### src/rtl/pc_sequencer_if.sv
// Decoder/ROM-side bus of the PC sequencer: requests, table config port and fetch outputs.
// PC_SEQ_RET_EN adds the link_en/ret_en return-address requests.
interface pc_sequencer_if #(
  parameter int unsigned D = 10,
  parameter int unsigned A = 4
);
  logic          start;
  logic          stall;
  logic          branch_en;
  logic [A-1:0]  branch_idx;
  logic          halt_req;
  logic          cfg_we;
  logic [A-1:0]  cfg_addr;
  logic [D-1:0]  cfg_data;
`ifdef PC_SEQ_RET_EN
  logic          link_en;
  logic          ret_en;
`endif
  logic [D-1:0]  pc;
  logic          running;
  logic          done;
  logic          cfg_err;
  logic [15:0]   fetch_count;

  modport master (
`ifdef PC_SEQ_RET_EN
    output link_en, ret_en,
`endif
    output start, stall, branch_en, branch_idx, halt_req, cfg_we, cfg_addr, cfg_data,
    input  pc, running, done, cfg_err, fetch_count
  );

  modport slave (
`ifdef PC_SEQ_RET_EN
    input  link_en, ret_en,
`endif
    input  start, stall, branch_en, branch_idx, halt_req, cfg_we, cfg_addr, cfg_data,
    output pc, running, done, cfg_err, fetch_count
  );
endinterface

### src/rtl/pc_sequencer.sv
// Fetch-stage program-counter sequencer with a runtime-writable 2^A-entry branch-target table.
// Optional return-address register (link_en/ret_en) enabled by defining PC_SEQ_RET_EN.
module pc_sequencer #(
  parameter int unsigned D        = 10,
  parameter int unsigned A        = 4,
  parameter int unsigned START_PC = 1
) (
  input logic              clk,
  input logic              reset,
  pc_sequencer_if.slave    bus
);

  localparam int unsigned N  = 2 ** A;
  localparam int unsigned CW = 16;

  typedef enum logic [1:0] {IDLE, RUN, HALT} state_t;

  state_t         state_q;
  logic [D-1:0]   pc_q;
  logic [D-1:0]   tgt_q [N];
  logic           running_q;
  logic           done_q;
  logic           cfg_err_q;
  logic [CW-1:0]  cnt_q;
`ifdef PC_SEQ_RET_EN
  logic [D-1:0]   ret_pc_q;
`endif

  logic [D-1:0]   pc_inc_d;
  logic [D-1:0]   br_tgt_d;
  logic           cfg_ok_d;

  function automatic logic [D-1:0] default_tgt(input int unsigned i);
    case (i)
      1:       default_tgt = D'(11);
      2:       default_tgt = D'(80);
      3:       default_tgt = D'(68);
      4:       default_tgt = D'(116);
      5:       default_tgt = D'(53);
      6:       default_tgt = D'(56);
      7:       default_tgt = D'(59);
      8:       default_tgt = D'(77);
      9:       default_tgt = D'(20);
      10:      default_tgt = D'(1);
      11:      default_tgt = D'(44);
      default: default_tgt = '0;
    endcase
  endfunction

  assign pc_inc_d = pc_q + D'(1);
  assign br_tgt_d = tgt_q[bus.branch_idx];
  assign cfg_ok_d = bus.cfg_we && (state_q != RUN);

  // Branch-target table; rewrites only land while the core is not running
  always_ff @(posedge clk or posedge reset) begin
    if (reset) begin
      for (int unsigned i = 0; i < N; i++) tgt_q[i] <= default_tgt(i);
    end else if (cfg_ok_d) begin
      tgt_q[bus.cfg_addr] <= bus.cfg_data;
    end
  end

  always_ff @(posedge clk or posedge reset) begin
    if (reset) begin
      state_q   <= IDLE;
      pc_q      <= '0;
      running_q <= 1'b0;
      done_q    <= 1'b0;
      cfg_err_q <= 1'b0;
      cnt_q     <= '0;
`ifdef PC_SEQ_RET_EN
      ret_pc_q  <= '0;
`endif
    end else begin
      cfg_err_q <= bus.cfg_we && (state_q == RUN);
      case (state_q)
        IDLE, HALT: begin
          if (bus.start) begin
            state_q   <= RUN;
            pc_q      <= D'(START_PC);
            cnt_q     <= '0;
            running_q <= 1'b1;
            done_q    <= 1'b0;
`ifdef PC_SEQ_RET_EN
            ret_pc_q  <= '0;
`endif
          end
        end
        RUN: begin
          if (!bus.stall) begin
            if (cnt_q != {CW{1'b1}}) cnt_q <= cnt_q + CW'(1);
            // Halt outranks every PC-changing request; pc stays on the end instruction
            if (bus.halt_req) begin
              state_q   <= HALT;
              running_q <= 1'b0;
              done_q    <= 1'b1;
            end
`ifdef PC_SEQ_RET_EN
            else if (bus.ret_en) begin
              pc_q <= ret_pc_q;
            end
`endif
            else if (bus.branch_en) begin
              pc_q <= br_tgt_d;
`ifdef PC_SEQ_RET_EN
              if (bus.link_en) ret_pc_q <= pc_inc_d;
`endif
            end else begin
              pc_q <= pc_inc_d;
            end
          end
        end
        default: state_q <= IDLE;
      endcase
    end
  end

  assign bus.pc          = pc_q;
  assign bus.running     = running_q;
  assign bus.done        = done_q;
  assign bus.cfg_err     = cfg_err_q;
  assign bus.fetch_count = cnt_q;

endmodule

### src/flat_wrapper.sv
// flat-port wrapper written by rule: the top's interface ports become plain ports
module pc_sequencer_flat 
#(
  parameter int unsigned D        = 10,
  parameter int unsigned A        = 4,
  parameter int unsigned START_PC = 1
)
  (clk, reset, bus_start, bus_stall, bus_branch_en, bus_branch_idx, bus_halt_req, bus_cfg_we, bus_cfg_addr, bus_cfg_data, bus_pc, bus_running, bus_done, bus_cfg_err, bus_fetch_count);
  pc_sequencer_if #(.D(D), .A(A)) bus_i ();
  input logic clk;
  input logic reset;
  input wire logic [$bits(bus_i.start)-1:0] bus_start;
  input wire logic [$bits(bus_i.stall)-1:0] bus_stall;
  input wire logic [$bits(bus_i.branch_en)-1:0] bus_branch_en;
  input wire logic [$bits(bus_i.branch_idx)-1:0] bus_branch_idx;
  input wire logic [$bits(bus_i.halt_req)-1:0] bus_halt_req;
  input wire logic [$bits(bus_i.cfg_we)-1:0] bus_cfg_we;
  input wire logic [$bits(bus_i.cfg_addr)-1:0] bus_cfg_addr;
  input wire logic [$bits(bus_i.cfg_data)-1:0] bus_cfg_data;
  output wire logic [$bits(bus_i.pc)-1:0] bus_pc;
  output wire logic [$bits(bus_i.running)-1:0] bus_running;
  output wire logic [$bits(bus_i.done)-1:0] bus_done;
  output wire logic [$bits(bus_i.cfg_err)-1:0] bus_cfg_err;
  output wire logic [$bits(bus_i.fetch_count)-1:0] bus_fetch_count;
  assign bus_i.start = bus_start;
  assign bus_i.stall = bus_stall;
  assign bus_i.branch_en = bus_branch_en;
  assign bus_i.branch_idx = bus_branch_idx;
  assign bus_i.halt_req = bus_halt_req;
  assign bus_i.cfg_we = bus_cfg_we;
  assign bus_i.cfg_addr = bus_cfg_addr;
  assign bus_i.cfg_data = bus_cfg_data;
  assign bus_pc = bus_i.pc;
  assign bus_running = bus_i.running;
  assign bus_done = bus_i.done;
  assign bus_cfg_err = bus_i.cfg_err;
  assign bus_fetch_count = bus_i.fetch_count;
  pc_sequencer #(.D(D), .A(A), .START_PC(START_PC)) u_core (.clk(clk), .reset(reset), .bus(bus_i));
endmodule
### config.mk
export PLATFORM = sky130hd
export DESIGN_NAME = pc_sequencer_flat
export DESIGN_NICKNAME = d
export VERILOG_FILES = /design/src/rtl/pc_sequencer_if.sv /design/src/rtl/pc_sequencer.sv /design/src/flat_wrapper.sv
export SDC_FILE = /design/constraint.sdc
export NUM_CORES = 1
export LEC_CHECK = 0
export BUFFER_PORTS_ARGS = -buffer_cell sky130_fd_sc_hd__buf_4
export CORE_MARGIN = 3
export CORE_UTILIZATION = 55
export CTS_CLUSTER_SIZE = 20
export DETAILED_ROUTE_END_ITERATION = 8
export PLACE_DENSITY_LB_ADDON = 0.15
export SYNTH_ARGS = -nofsm -noshare
export SYNTH_HDL_FRONTEND = slang
export SYNTH_SLANG_ARGS = --single-unit
### constraint.sdc
create_clock -name clk -period 6.8 [get_ports clk]
set_clock_uncertainty 0.05 [all_clocks]
set_input_delay 1.7 -clock clk [delete_from_list [all_inputs] [get_ports clk]]
set_output_delay 1.7 -clock clk [all_outputs]
set_load 0.05 [all_outputs]
After elaboration in Yosys (flattened, before gate mapping). Index checks and enable logic that the tools add are counted.

Bits in latches: 0. Input bits: 25. Register bits after elaboration: 191. Bits in read-only memories: 0. RAM bits: 0. Memories kept: 0.

Order comparisons: 3. Multiplexer cells: 27. Eq/ne operators: 9. Bitwise gates (word level): 2. Add/sub/neg operators: 2. Divide/modulo/power cells: 0. Shift-type cells: 0. Reduce and logical (&&, ||, !) cells: 10. $mul: 0.

Operators by type and width (number): 160-bit bitwise mux (1); 10-bit 2-to-1 mux (7); 16-bit 2-to-1 mux (3); 10-bit binary-select mux with 4-bit select (1); 10-bit demux with 4-bit select (1); 16-bit one-hot mux with 2 select lines (1); 10-bit one-hot mux with 2 select lines (1); 16-bit by 1-bit adder with 16-bit output (second input constant) (1); 16-bit != test (second input constant) (1); 4-bit AND reduction (3); 10-bit by 1-bit adder with 10-bit output (second input constant) (1); 5-bit greater-or-equal comparator (second input constant) (2); 2-bit != test (second input constant) (5); 4-bit inverter with 5-bit output (2); 1-bit 2-to-1 mux (6); 2-bit 2-to-1 mux (3); 5-bit by 1-bit < comparator with 1-bit output (second input constant) (1); 1-bit one-hot mux with 2 select lines (2); 2-bit one-hot mux with 2 select lines (1); 1-bit logical AND (3); 3-bit AND reduction (1); 2-bit by 1-bit equality test with 1-bit output (second input constant) (1); 2-bit equality test (second input constant) (1); 2-bit zero test (1); 3 further kinds (3).

Longest topological paths before layout. Gate-level depths: netlist (run 1).

Depth in word-level cells: 8. Depth in mapped cells: 8.

Least setup slack after synthesis (run 1). OpenSTA, ideal clock, no wires.

Path type: in2reg. Start: input port bus_branch_idx[0]. End: register u_core.pc_q[2], in the netlist u_core.bus.pc[2]. Arrival: 3223 ps. Stages on the path: 7. Required time: 6601 ps. Slack: 3378 ps. Setup time: 149 ps. Cells stage by stage: buf_6 buf_2 buf_2 mux4_2 mux4_2 nand3_1 o211ai_1.

Longest elaborated chain between the ends: 8.

Ends and longest elaborated chain: from (decl) (line flat_wrapper.sv:15) `input wire logic [$bits(bus_i.branch_idx)-1:0] bus_branch_idx;`; 4-bit inverter with 5-bit output (implied by the code) (line pc_sequencer.sv:51) `assign br_tgt_d = tgt_q[bus.branch_idx];`; 10-bit binary-select mux with 4-bit select (line pc_sequencer.sv:51); 10-bit 2-to-1 mux (implied by the code) (2 in a row) (line pc_sequencer.sv:51); 10-bit 2-to-1 mux (line pc_sequencer.sv:103) `else if (bus.branch_en) begin`; 10-bit 2-to-1 mux (line pc_sequencer.sv:93) `if (bus.halt_req) begin`; 10-bit 2-to-1 mux (line pc_sequencer.sv:90) `if (!bus.stall) begin`; 10-bit one-hot mux with 2 select lines (line pc_sequencer.sv:76) `case (state_q)`; to (signal assigned) (line pc_sequencer.sv:80) `pc_q <= D'(START_PC);`; to (signal assigned) (line pc_sequencer.sv:104) `pc_q <= br_tgt_d;`; to (signal assigned) (line pc_sequencer.sv:109) `pc_q <= pc_inc_d;`; to (decl) (line pc_sequencer.sv:19) `logic [D-1:0] pc_q;`.

Every way passes these cells. The select of a mux whose other input is x is not followed. A chain may end at the register's enable or synchronous reset.

Worst setup path in the final report (run 1).
Start: input port bus_branch_idx[0]. End: register u_core.pc_q[8], in the netlist u_core.bus.pc[8].

Same word-level chain as after synthesis.

==> qor.csv, run 1 <==
stage;metric;value;unit
status;status;finished clean;
clocking;clk buf depth;2;
layout;Final Util;64.3;%
floorplanning;Die Area;18300;µm²
hold_path;WHS Endpoint;u_core.tgt_q[158];
grt;GRT Overall Usage;22.7;%
critical_path;crit end category;register;
timing;fin crit share;50.8;%
critical_path;Reg2Reg Launch Point;u_core.state_q[1];
floorplanning;Initial Utilization;57.0;%
detailed_routing;vias per cell;6.09;
logic_synthesis;post-synthesis compound-gate area fraction;3.72;%
grt;pin count of the biggest net entering global routing;192;
logic_synthesis;top post-synthesis cells by area;dfrtp_1, mux2_2, dfstp_2, mux4_2, mux2_4;
detailed_routing;WL per Instance;21.6;µm
timing;Fin. Hold Viols;0;
grt;vias in the first global route;5742;
critical_path;crit-path max FO;34;
logic_synthesis;multiplexer share of the synthesized area;32.1;%
logic_synthesis;Mapped Nets;672;
job;max-cap violation count;0;
floorplanning;Die Wd;135;µm
logic_synthesis;#FFs+latches synth;191;
pwr;Peak VDD IR;0.000232;V
detailed_routing;highest routed metal layer;met4;
logic_synthesis;EDFF count, synth;0;
timing;unrepaired setup endpoints after global routing;no;
detailed_routing;Total Wirelength;19800;µm
timing;TNS Setup;0;ps
logic_synthesis;top cell type's share of synthesized area;43.0;%
critical_path;flop2flop setup slack;4290;ps
logic_synthesis;area leader, netlist;dfrtp_1;
detailed_routing;Metal-1 WL;8640;µm
detailed_routing;antenna viol nets, final;0;
timing;Final setup viols;0;
timing;Slew Limit Fails;0;
grt;GRT overflow;0;
detailed_routing;drt first-iter violations;262;
clocking;# clock sinks;191;
layout;area grow syn2layout;12.8;%
logic_synthesis;adder and majority gate portion of the synthesized area;0.272;%
hold_path;Hold Path Depth;1;
floorplanning;Core Region;16100;µm²
floorplanning;Site Rows;46;
clocking;# resized after CTS;0;
floorplanning;Die Span Y;135;µm
timing;Max transition margin;34.0;%
layout;# diodes;0;
logic_synthesis;Post-Syn Area;9190;µm²
logic_synthesis;Synth Instances;645;
logic_synthesis;Post-Synth XOR/XNOR Area;1.14;%
critical_path;worst reg2reg path depth;4;
critical_path;RR Endpoint;u_core.tgt_q[131];
layout;final-stage net count;711;
placement;placer's final routability congestion estimate;0.873;
grt;first-pass GRT wire length;31700;µm
timing;Worst Tran Pin Value;991;ps
critical_path;CP Data Required Time;7060;ps
placement;PortBufs;53;
timing;hold slack;449;ps
critical_path;Startpoint Class;primary input;
clocking;Clock Latency Late Sink;430;ps
placement;Placed Area;9720;µm²
detailed_routing;total number of vias;5562;
logic_synthesis;simple-gate area share of the yosys netlist;8.32;%
logic_synthesis;main combinational cell family by area after synthesis;multiplexers;
critical_path;Crit Path Class;in -> reg;
logic_synthesis;cell types with the highest counts after synthesis;dfrtp_1, mux2_2, mux4_2;
timing;crit path time final;3450;ps
placement;Post-DP HPWL;12700;µm
hold_path;worst hold start;u_core.tgt_q[158];
logic_synthesis;Seq/Total Area, Yosys;52.4;%
clocking;Num CTS Buffers;17;
detailed_routing;met3 WL post-DR;988;µm
logic_synthesis;library cells used by synthesis;58;
grt;initial antenna violation count;0;
logic_synthesis;Avg Cell Area, Syn;14.3;µm²
logic_synthesis;Top FF cell, synth;dfrtp_1;
detailed_routing;DRC Markers;0;
clocking;Max H-tree Level;4;
pwr;power per cell area;393;nW/µm²
hold_path;worst hold-check path type;reg -> reg;
clocking;Worst-path clk slew;70;ps
critical_path;Worst Path Arrival;3720;ps
logic_synthesis;Synthesis Warnings;0;
timing;Highest Clock Rate;0.289;GHz
clocking;post-CTS setup buffer count;0;
logic_synthesis;async set-reset flop share out of synthesis;100;%
pwr;Lkg Pwr;4.59;nW
detailed_routing;met2 WL;9760;µm
clocking;CTS root buf;clkbuf_16;
layout;final instance area;10400;µm²
clocking;TritonCTS clock tree;yes;
logic_synthesis;most frequent cell after synthesis;dfrtp_1;
detailed_routing;DRT Pass-1 Iters;4;
floorplanning;I/O Pins;54;
clocking;CTS Hold Bufs;0;
layout;fraction of layout cells with a size suffix above 1;47.8;%
==> power breakdown <==
part,internal (mW),total (mW),switching [mW]
logic,0.623,1.09,0.468
registers,1.64,1.90,0.260
clock network,0.664,1.08,0.414
total,2.93,4.07,1.14
==> per-layer routing <==
metal  track usage [%]  up-vias
met5                 0        -
met4              7.05        0
met3              5.27       25
met2              36.5      124
met1              31.2     2926
li1                  -     2487
==> area by class of cell <==
type | instances | area, µm²
inverters | 4 | 18.8
clock buffers | 23 | 498
multi-input cells | 416 | 4190
clock inverters | 9 | 154
flip-flops and latches | 191 | 4820
repair buffers | 54 | 418
well taps | 216 | 270
fillers | 1196 | 5750
==> worst max-delay path by stage <==
stage	startpoint	depth (start not counted)	endpoint	slack (ps)
3_3_place_gp	bus_branch_idx[0]	5	u_core.bus.pc[8]	2900
2_1_floorplan	reset	1	u_core.bus.cfg_err	2610
4_1_cts	bus_branch_idx[0]	5	u_core.bus.pc[8]	3340
5_1_grt	bus_branch_idx[0]	5	u_core.bus.pc[8]	3270
6_report	bus_branch_idx[0]	5	u_core.bus.pc[8]	3350
3_5_place_dp	bus_branch_idx[0]	5	u_core.bus.pc[8]	2880
==> logic make-up (layout without fill, tap and decap cells) <==
logic type,count (synthesis),in the layout
muxes,217,217
DFF,191,191
and+or+nand+nor,133,133
AOI/OAI and AO/OA,52,52
buffers and inverters,38,90
xor gates and xnor gates,12,12
adders and majority gates,2,2
==> critical path: stages <==
cell and delay (ps):
buf_4 490, mux4_1 620, mux4_2 470, nor2b_1 140, a221o_1 260
==> cell usage in the layout (no fill, tap or decap), drive strengths merged, types with 7 or more instances in the layout <==
cell    count
and3        8
buf        54
clkbuf     23
dfrtp     158
dfstp      33
mux2      161
mux2i      17
mux4       39
nand2      27
nand2b     10
nand3      15
nand4      11
nor2       32
nor2b       7
nor3        8
o21ai      16
xor2       11
==> metrics by stage <==
| step | std cells | setup WS [ps] | total power [mW] |
|---|---|---|---|
| floorplan | 645 | 2610 | 2.72 |
| CTS | 913 | 3340 | 4.10 |
| global route | 913 | 3270 | 4.29 |
| global placement | 881 | 2900 | 2.94 |
| detailed placement | 881 | 2880 | 3.01 |
| finish | 913 | 3350 | 4.07 |
==> registers in the layout, indices dropped and copies added, names as in the netlist <==
name / flops
u_core.bus.fetch_count: 16
u_core.bus.running: 1
u_core.bus.cfg_err: 1
u_core.bus.done: 1
u_core.tgt_q: 160
u_core.bus.pc: 10
u_core.state_q: 2
Note: power is estimated with default switching activity, not from simulation.
==> run 2: changes to the inputs <==
==> constraint.sdc (replaced) <==
create_clock -name clk -period 2.8 [get_ports clk]
set_clock_uncertainty 0.05 [all_clocks]
set_input_delay 0.7 -clock clk [delete_from_list [all_inputs] [get_ports clk]]
set_output_delay 0.7 -clock clk [all_outputs]
set_load 0.05 [all_outputs]
==> run 2 against run 1 <==
Effect of this change:
- first-iteration DRC count up 58%
- via count up 4.9%
- sequential share of layout area down 0.91 points
- sequential power up 150%
- global-route usage up 2.4 points
- hold slack worse by 86 ps
- critical endpoint is now u_core.tgt_q[142]
- highest routed layer unchanged
==> qor.csv, run 2 (synthesis results as in run 1) <==
stage;metric;value;unit;change
layout;area grow syn2layout;15.0;%;
timing;hold slack;363;ps;-85.8 ps
timing;Final setup viols;0;;unchanged
detailed_routing;drt first-iter violations;413;;+58%
grt;pin count of the biggest net entering global routing;48;;-75%
grt;GRT Overall Usage;25.1;%;+2.4 points
layout;fraction of layout cells with a size suffix above 1;49.9;%;+2.2 points
critical_path;crit path from;u_core.state_q[1];;
floorplanning;Initial Utilization;57.0;%;unchanged
critical_path;CP Data Required Time;3060;ps;-4000 ps
layout;number of fill cells;1195;;-0.084%
grt;first-pass GRT wire length;34500;µm;+8.7%
floorplanning;Core Region;16100;µm²;unchanged
timing;fin crit share;79.2;%;
floorplanning;Die Area;18300;µm²;unchanged
status;status;finished clean;;
floorplanning;Site Rows;46;;unchanged
pwr;Overall Power;9.80;mW;+140%
critical_path;flop2flop setup slack;580;ps;-3710 ps
layout;max FFs per register;160;;unchanged
clocking;CTS Hold Bufs;0;;unchanged
detailed_routing;WL per Instance;23.1;µm;+6.6%
layout;# diodes;0;;unchanged
placement;pre-CTS WS;269;ps;-2610 ps
layout;Largest Register;u_core.tgt_q;;
critical_path;crit path cell chain;nand2b_1, nand2_1, or4_1, buf_4, mux2_4;;
pwr;power per cell area;927;nW/µm²;+140%
critical_path;Startpoint Class;register;;
detailed_routing;total number of vias;5833;;+4.9%
timing;Worst Tran Pin Value;763;ps;-227 ps
critical_path;crit-path max FO;9;;-74%
hold_path;worst hold-check path type;in -> async;;
detailed_routing;vias per cell;6.17;;+1.3%
grt;vias in the first global route;6005;;+4.6%
clocking;Worst-path clk slew;70;ps;about the same
timing;Slew Limit Fails;0;;unchanged
layout;most common cell after layout, fill and taps aside;dfrtp_1;;
timing;Fin. Hold Viols;0;;unchanged
layout;final instance area;10600;µm²;+2.0%
critical_path;critical path buffer and inverter count;1;;unchanged
layout;fin cells;945;;+3.5%
detailed_routing;antenna viol nets, final;0;;unchanged
placement;PortBufs;53;;unchanged
floorplanning;Die Wd;135;µm;unchanged
job;max-cap violation count;0;;unchanged
critical_path;Worst Path Arrival;2480;ps;-1240 ps
critical_path;Reg2Reg Launch Point;u_core.state_q[1];;
clocking;Clock Latency Late Sink;420;ps;about the same
critical_path;slowest CP cell;or4_1;;
critical_path;crit end category;register;;
layout;Final Util;65.6;%;+1.3 points
critical_path;slowest stage delay, CP;630;ps;about the same
timing;crit path time final;2220;ps;
detailed_routing;DRT Pass-1 Iters;5;;+1
layout;final-stage net count;743;;+4.5%
layout;most frequent cells in the layout;dfrtp_1, mux2_2, buf_4, mux4_2, dfstp_2;;
critical_path;end point of the critical path;u_core.tgt_q[142];;
clocking;post-CTS setup buffer count;0;;unchanged
clocking;Max H-tree Level;4;;unchanged
timing;TNS Setup;0;ps;unchanged
placement;Post-DP HPWL;14800;µm;+17%
critical_path;Crit Path Class;reg -> reg;;
floorplanning;I/O Pins;54;;unchanged
critical_path;RR Endpoint;u_core.tgt_q[142];;
timing;final critical-path setup slack;582;ps;-2760 ps
clocking;TritonCTS clock tree;yes;;
critical_path;CP Depth;5;;unchanged
detailed_routing;DRC Markers;0;;unchanged
critical_path;delay-heaviest family, CP;simple AND/OR/NAND/NOR gates;;
pwr;Lkg Pwr;4.72;nW;+3.0%
placement;placer's final routability congestion estimate;0.900;;+3.1%
timing;Highest Clock Rate;0.451;GHz;
floorplanning;Die Span Y;135;µm;unchanged
clocking;clk buf depth;2;;unchanged
timing;Max transition margin;49.0;%;+15 points
timing;unrepaired setup endpoints after global routing;no;;
clocking;# clock sinks;191;;unchanged
grt;initial antenna violation count;0;;unchanged
clocking;# resized after CTS;0;;unchanged
clocking;CTS root buf;clkbuf_16;;
critical_path;worst reg2reg path depth;5;;+1
detailed_routing;Total Wirelength;21800;µm;+10%
pwr;Peak VDD IR;0.000529;V;+130%
grt;GRT overflow;0;;unchanged
placement;DP Cell Count;913;;+3.6%
placement;Placed Area;9990;µm²;+2.9%
clocking;Num CTS Buffers;17;;unchanged
==> run 2: cell count changes in the layout (fill, tap and decap cells not counted) <==
cell / previous run / this run
buf_4: 53 / 82
buf_12: 1 / 4
bufinv_16: 4 / 1
clkinvlp_4: 3 / 5
clkbuf_1: 1 / 2
clkinv_4: 1 / 0
inv_6: 0 / 1
==> run 2: worst min path at each step <==
| stage | from | to | slack [ps] | depth (start not counted) |
|---|---|---|---|---|
| 2_1_floorplan | u_core.tgt_q[128] | u_core.tgt_q[128] | 420 | 1 |
| 3_3_place_gp | u_core.tgt_q[117] | u_core.tgt_q[117] | 430 | 1 |
| 3_5_place_dp | u_core.tgt_q[120] | u_core.tgt_q[120] | 440 | 1 |
| 4_1_cts | reset | u_core.tgt_q[147] | 370 | 2 |
| 5_1_grt | reset | u_core.tgt_q[123] | 390 | 2 |
| 6_report | reset | u_core.tgt_q[113] | 360 | 2 |
==> run 2: final cells by class <==
| type | instances | area [µm²] | share of cell area [%] |
|---|---|---|---|
| clock inverters | 8 | 78.8 | 0.745 |
| repair buffers | 86 | 696 | 6.58 |
| well taps | 216 | 270 | 2.56 |
| multi-input cells | 416 | 4190 | 39.6 |
| clock buffers | 24 | 502 | 4.74 |
| inverters | 4 | 18.8 | 0.177 |
| flip-flops and latches | 191 | 4820 | 45.6 |
==> run 2: where the power goes <==
group / internal, mW / total (mW) / switching (mW)
Combinational: 1.55 / 2.75 / 1.19
Sequential: 4.00 / 4.68 / 0.682
Clock: 1.35 / 2.38 / 1.03
Total: 6.89 / 9.80 / 2.91
==> run 2: worst reg2reg max path, stage by stage, from the launching register on <==
cell	delay [ps]
dfrtp_1	470
nand2b_1	260
nand2_1	110
or4_1	630
buf_4	270
mux2_4	320
==> run 2: metal layers <==
metal / share of wire (%) / vias up / track usage [%]
li1: - / 2545 / -
met1: 44 / 3056 / 35.0
met2: 49 / 193 / 40.0
met3: 4.7 / 39 / 4.68
met4: 2.2 / 0 / 9.29
met5: 0 / - / 0
==> run 3: changes to the inputs <==
--- a/config.mk
+++ b/config.mk
@@ -5,6 +5,7 @@
 export SDC_FILE = /design/constraint.sdc
 export NUM_CORES = 1
 export LEC_CHECK = 0
+export ABC_AREA = 1
 export BUFFER_PORTS_ARGS = -buffer_cell sky130_fd_sc_hd__buf_4
 export CORE_MARGIN = 3
 export CORE_UTILIZATION = 55
==> constraint.sdc (replaced) <==
create_clock -name clk -period 2.05 [get_ports clk]
set_clock_uncertainty 0.05 [all_clocks]
set_input_delay 0.5125 -clock clk [delete_from_list [all_inputs] [get_ports clk]]
set_output_delay 0.5125 -clock clk [all_outputs]
set_load 0.05 [all_outputs]
==> run 3 against run 2 <==
Effect of this change:
- sequential share of layout area is 0.82 points lower
- maximum frequency is 13% higher
- non-clock buffer count is 6 higher
- hold slack worse by 370 ps
- the flow now finishes with violations (negative hold slack)
- via count is 43% higher
- critical path type unchanged
- critical path depth is 1 higher
- highest routed layer unchanged
- clock-buffer cell count is 6 lower
- largest cell class unchanged
- global-route usage is 2.4 points higher
- cell area is 1.8% higher
==> qor.csv, run 3 <==
stage;metric;value;unit;change
clocking;CTS root buf;clkbuf_16;;
grt;GRT overflow;0;;unchanged
layout;number of fill cells;1462;;+22%
timing;fin crit share;96.0;%;+17 points
timing;Max transition margin;63.5;%;+14 points
floorplanning;Core Region;16600;µm²;+3.3%
pwr;power per cell area;1270;nW/µm²;+36%
layout;FF/Latch Area;4820;µm²;unchanged
timing;Worst Tran Pin Value;548;ps;-216 ps
placement;Post-DP HPWL;16000;µm;+7.9%
logic_synthesis;Synthesis Warnings;0;;unchanged
clocking;Max H-tree Level;4;;unchanged
layout;Final Util;64.7;%;-0.91 points
clocking;clk buf depth;2;;unchanged
timing;Slew Limit Fails;0;;unchanged
logic_synthesis;most frequent cell after synthesis;nand2_1;;
layout;# diodes;0;;unchanged
status;failing checks;negative hold slack;;
job;max-cap violation count;0;;unchanged
detailed_routing;total number of vias;8318;;+43%
placement;Placed Area;10200;µm²;+1.6%
timing;Final setup viols;0;;unchanged
detailed_routing;antenna viol nets, final;0;;unchanged
timing;hold slack;-4.12;ps;-367 ps
clocking;# clock sinks;191;;unchanged
logic_synthesis;EDFF count, synth;0;;unchanged
layout;fraction of layout cells with a size suffix above 1;15.1;%;-35 points
critical_path;flop2flop setup slack;80;ps;-500 ps
layout;most common cell after layout, fill and taps aside;nand2_1;;
floorplanning;Die Span Y;137;µm;+1.1%
logic_synthesis;Mapped Nets;1244;;+85%
placement;placer's final routability congestion estimate;0.856;;-4.9%
logic_synthesis;Seq/Total Area, Yosys;51.2;%;-1.2 points
timing;Fin. Hold Viols;2;;+2
logic_synthesis;library cells used by synthesis;37;;-36%
detailed_routing;vias per cell;5.60;;-9.3%
logic_synthesis;cell types with the highest counts after synthesis;nand2_1, o21ai_0, dfrtp_1;;
critical_path;Crit Path Class;reg -> reg;;
layout;most frequent cells in the layout;nand2_1, o21ai_0, dfrtp_1, nand3_1, buf_4;;
floorplanning;I/O Pins;54;;unchanged
pwr;Lkg Pwr;5.10;nW;+8.0%
hold_path;worst hold-check path type;in -> async;;
logic_synthesis;top cell type's share of synthesized area;42.0;%;-0.99 points
logic_synthesis;Synth Instances;1217;;+89%
grt;first-pass GRT wire length;40400;µm;+17%
clocking;# resized after CTS;0;;unchanged
clocking;Clock Latency Late Sink;440;ps;+20 ps
detailed_routing;WL per Instance;16.8;µm;-27%
status;status;finished, violations left;;
floorplanning;Initial Utilization;56.5;%;-0.51 points
clocking;TritonCTS clock tree;yes;;
timing;TNS Setup;0;ps;unchanged
timing;final critical-path setup slack;81.5;ps;-501 ps
layout;max FFs per register;160;;unchanged
floorplanning;Site Rows;47;;+2.2%
logic_synthesis;top post-synthesis cells by area;dfrtp_1, nand2_1, o21ai_0, dfstp_2, nand3_1;;
pwr;Overall Power;13.6;mW;+39%
detailed_routing;drt first-iter violations;818;;+98%
critical_path;worst reg2reg path depth;6;;+1
placement;DP Cell Count;1452;;+59%
detailed_routing;DRC Markers;0;;unchanged
critical_path;CP Data Required Time;2340;ps;-720 ps
logic_synthesis;async set-reset flop share out of synthesis;100;%;unchanged
critical_path;crit-path max FO;16;;+7
placement;pre-CTS WS;89.6;ps;-179 ps
layout;Largest Register;u_core.tgt_q;;
layout;fin cells;1485;;+57%
grt;GRT Overall Usage;27.6;%;+2.4 points
logic_synthesis;#FFs+latches synth;191;;unchanged
floorplanning;Die Area;18700;µm²;+2.3%
timing;Highest Clock Rate;0.508;GHz;+13%
pwr;Peak VDD IR;0.000806;V;+52%
critical_path;RR Endpoint;u_core.bus.fetch_count[7];;
critical_path;Worst Path Arrival;2260;ps;-220 ps
logic_synthesis;Avg Cell Area, Syn;7.73;µm²;-46%
logic_synthesis;Post-Syn Area;9410;µm²;+2.4%
detailed_routing;DRT Pass-1 Iters;5;;unchanged
layout;area grow syn2layout;14.4;%;
layout;area of the multi-input gates;3970;µm²;-5.2%
clocking;Num CTS Buffers;17;;unchanged
layout;final instance area;10800;µm²;+1.8%
logic_synthesis;area leader, netlist;dfrtp_1;;
critical_path;Reg2Reg Launch Point;u_core.state_q[0];;
grt;initial antenna violation count;0;;unchanged
critical_path;crit end category;register;;
timing;crit path time final;1970;ps;-249 ps
detailed_routing;Total Wirelength;25000;µm;+15%
grt;vias in the first global route;7812;;+30%
placement;PortBufs;53;;unchanged
logic_synthesis;Top FF cell, synth;dfrtp_1;;
layout;final-stage net count;1279;;+72%
timing;unrepaired setup endpoints after global routing;no;;
critical_path;Startpoint Class;register;;
clocking;post-CTS setup buffer count;0;;unchanged
grt;pin count of the biggest net entering global routing;68;;+42%
clocking;CTS Hold Bufs;0;;unchanged
clocking;Worst-path clk slew;70;ps;about the same
floorplanning;Die Wd;137;µm;+1.1%
-- run 3: cell types whose count changed after synthesis, sizes merged, moves of 17 or more --
cell / delta
buf: +21
inv: +72
nand3: +108
o21ai: +182
nand2: +395
mux4: -39
clkbuf: +22
mux2: -161
mux2i: -17
nor2: +37
-- run 3: cells by family after synthesis --
kind of cell	Yosys count	synth area share [%]
simple gates	642	28.7
buf+inv	155	6.87
xor+xnor	9	0.838
compound gates	218	12.1
fa+ha+maj	2	0.266
flops	191	51.2
-- run 3: power breakdown --
group / total [mW] / switching (mW) / leakage [nW] / internal, mW
registers: 6.49 / 0.954 / 2.40 / 5.53
clock network: 3.35 / 1.59 / 0.284 / 1.76
logic: 3.79 / 2.40 / 2.42 / 1.39
-- run 3: cell type report --
cell class / count / area share (%)
clock inverter: 14 / 1.38
clock buffer: 18 / 4.08
timing repair buffer: 92 / 7.58
multi-input combinational: 872 / 36.9
tap: 220 / 2.56
sequential: 191 / 44.8
inverter: 78 / 2.75
-- run 3: routing by layer --
metal / track usage [%] / share of wire, %
met1: 38.8 / 45
met2: 43.9 / 47
met3: 4.45 / 5.8
met4: 9.09 / 2.2
met5: 0 / 0
-- run 3: critical path, cell delays in order, from the launching register on --
cell	delay [ps]
dfrtp_1	400
inv_2	90
nor2_8	250
inv_2	160
a21oi_2	410
nand2_4	250
o31ai_1	270
-- run 3: worst max-delay path by stage --
| stage | to | start | depth (start not counted) |
|---|---|---|---|
| after floorplan | u_core.bus.cfg_err | reset | 1 |
| after global placement | u_core.bus.fetch_count[12] | u_core.bus.fetch_count[1] | 8 |
| after detailed placement | u_core.bus.fetch_count[12] | u_core.state_q[0] | 9 |
| after CTS | u_core.bus.fetch_count[12] | u_core.bus.fetch_count[1] | 8 |
| after global routing | u_core.bus.fetch_count[9] | u_core.bus.fetch_count[1] | 8 |
| final | u_core.bus.fetch_count[7] | u_core.state_q[0] | 6 |
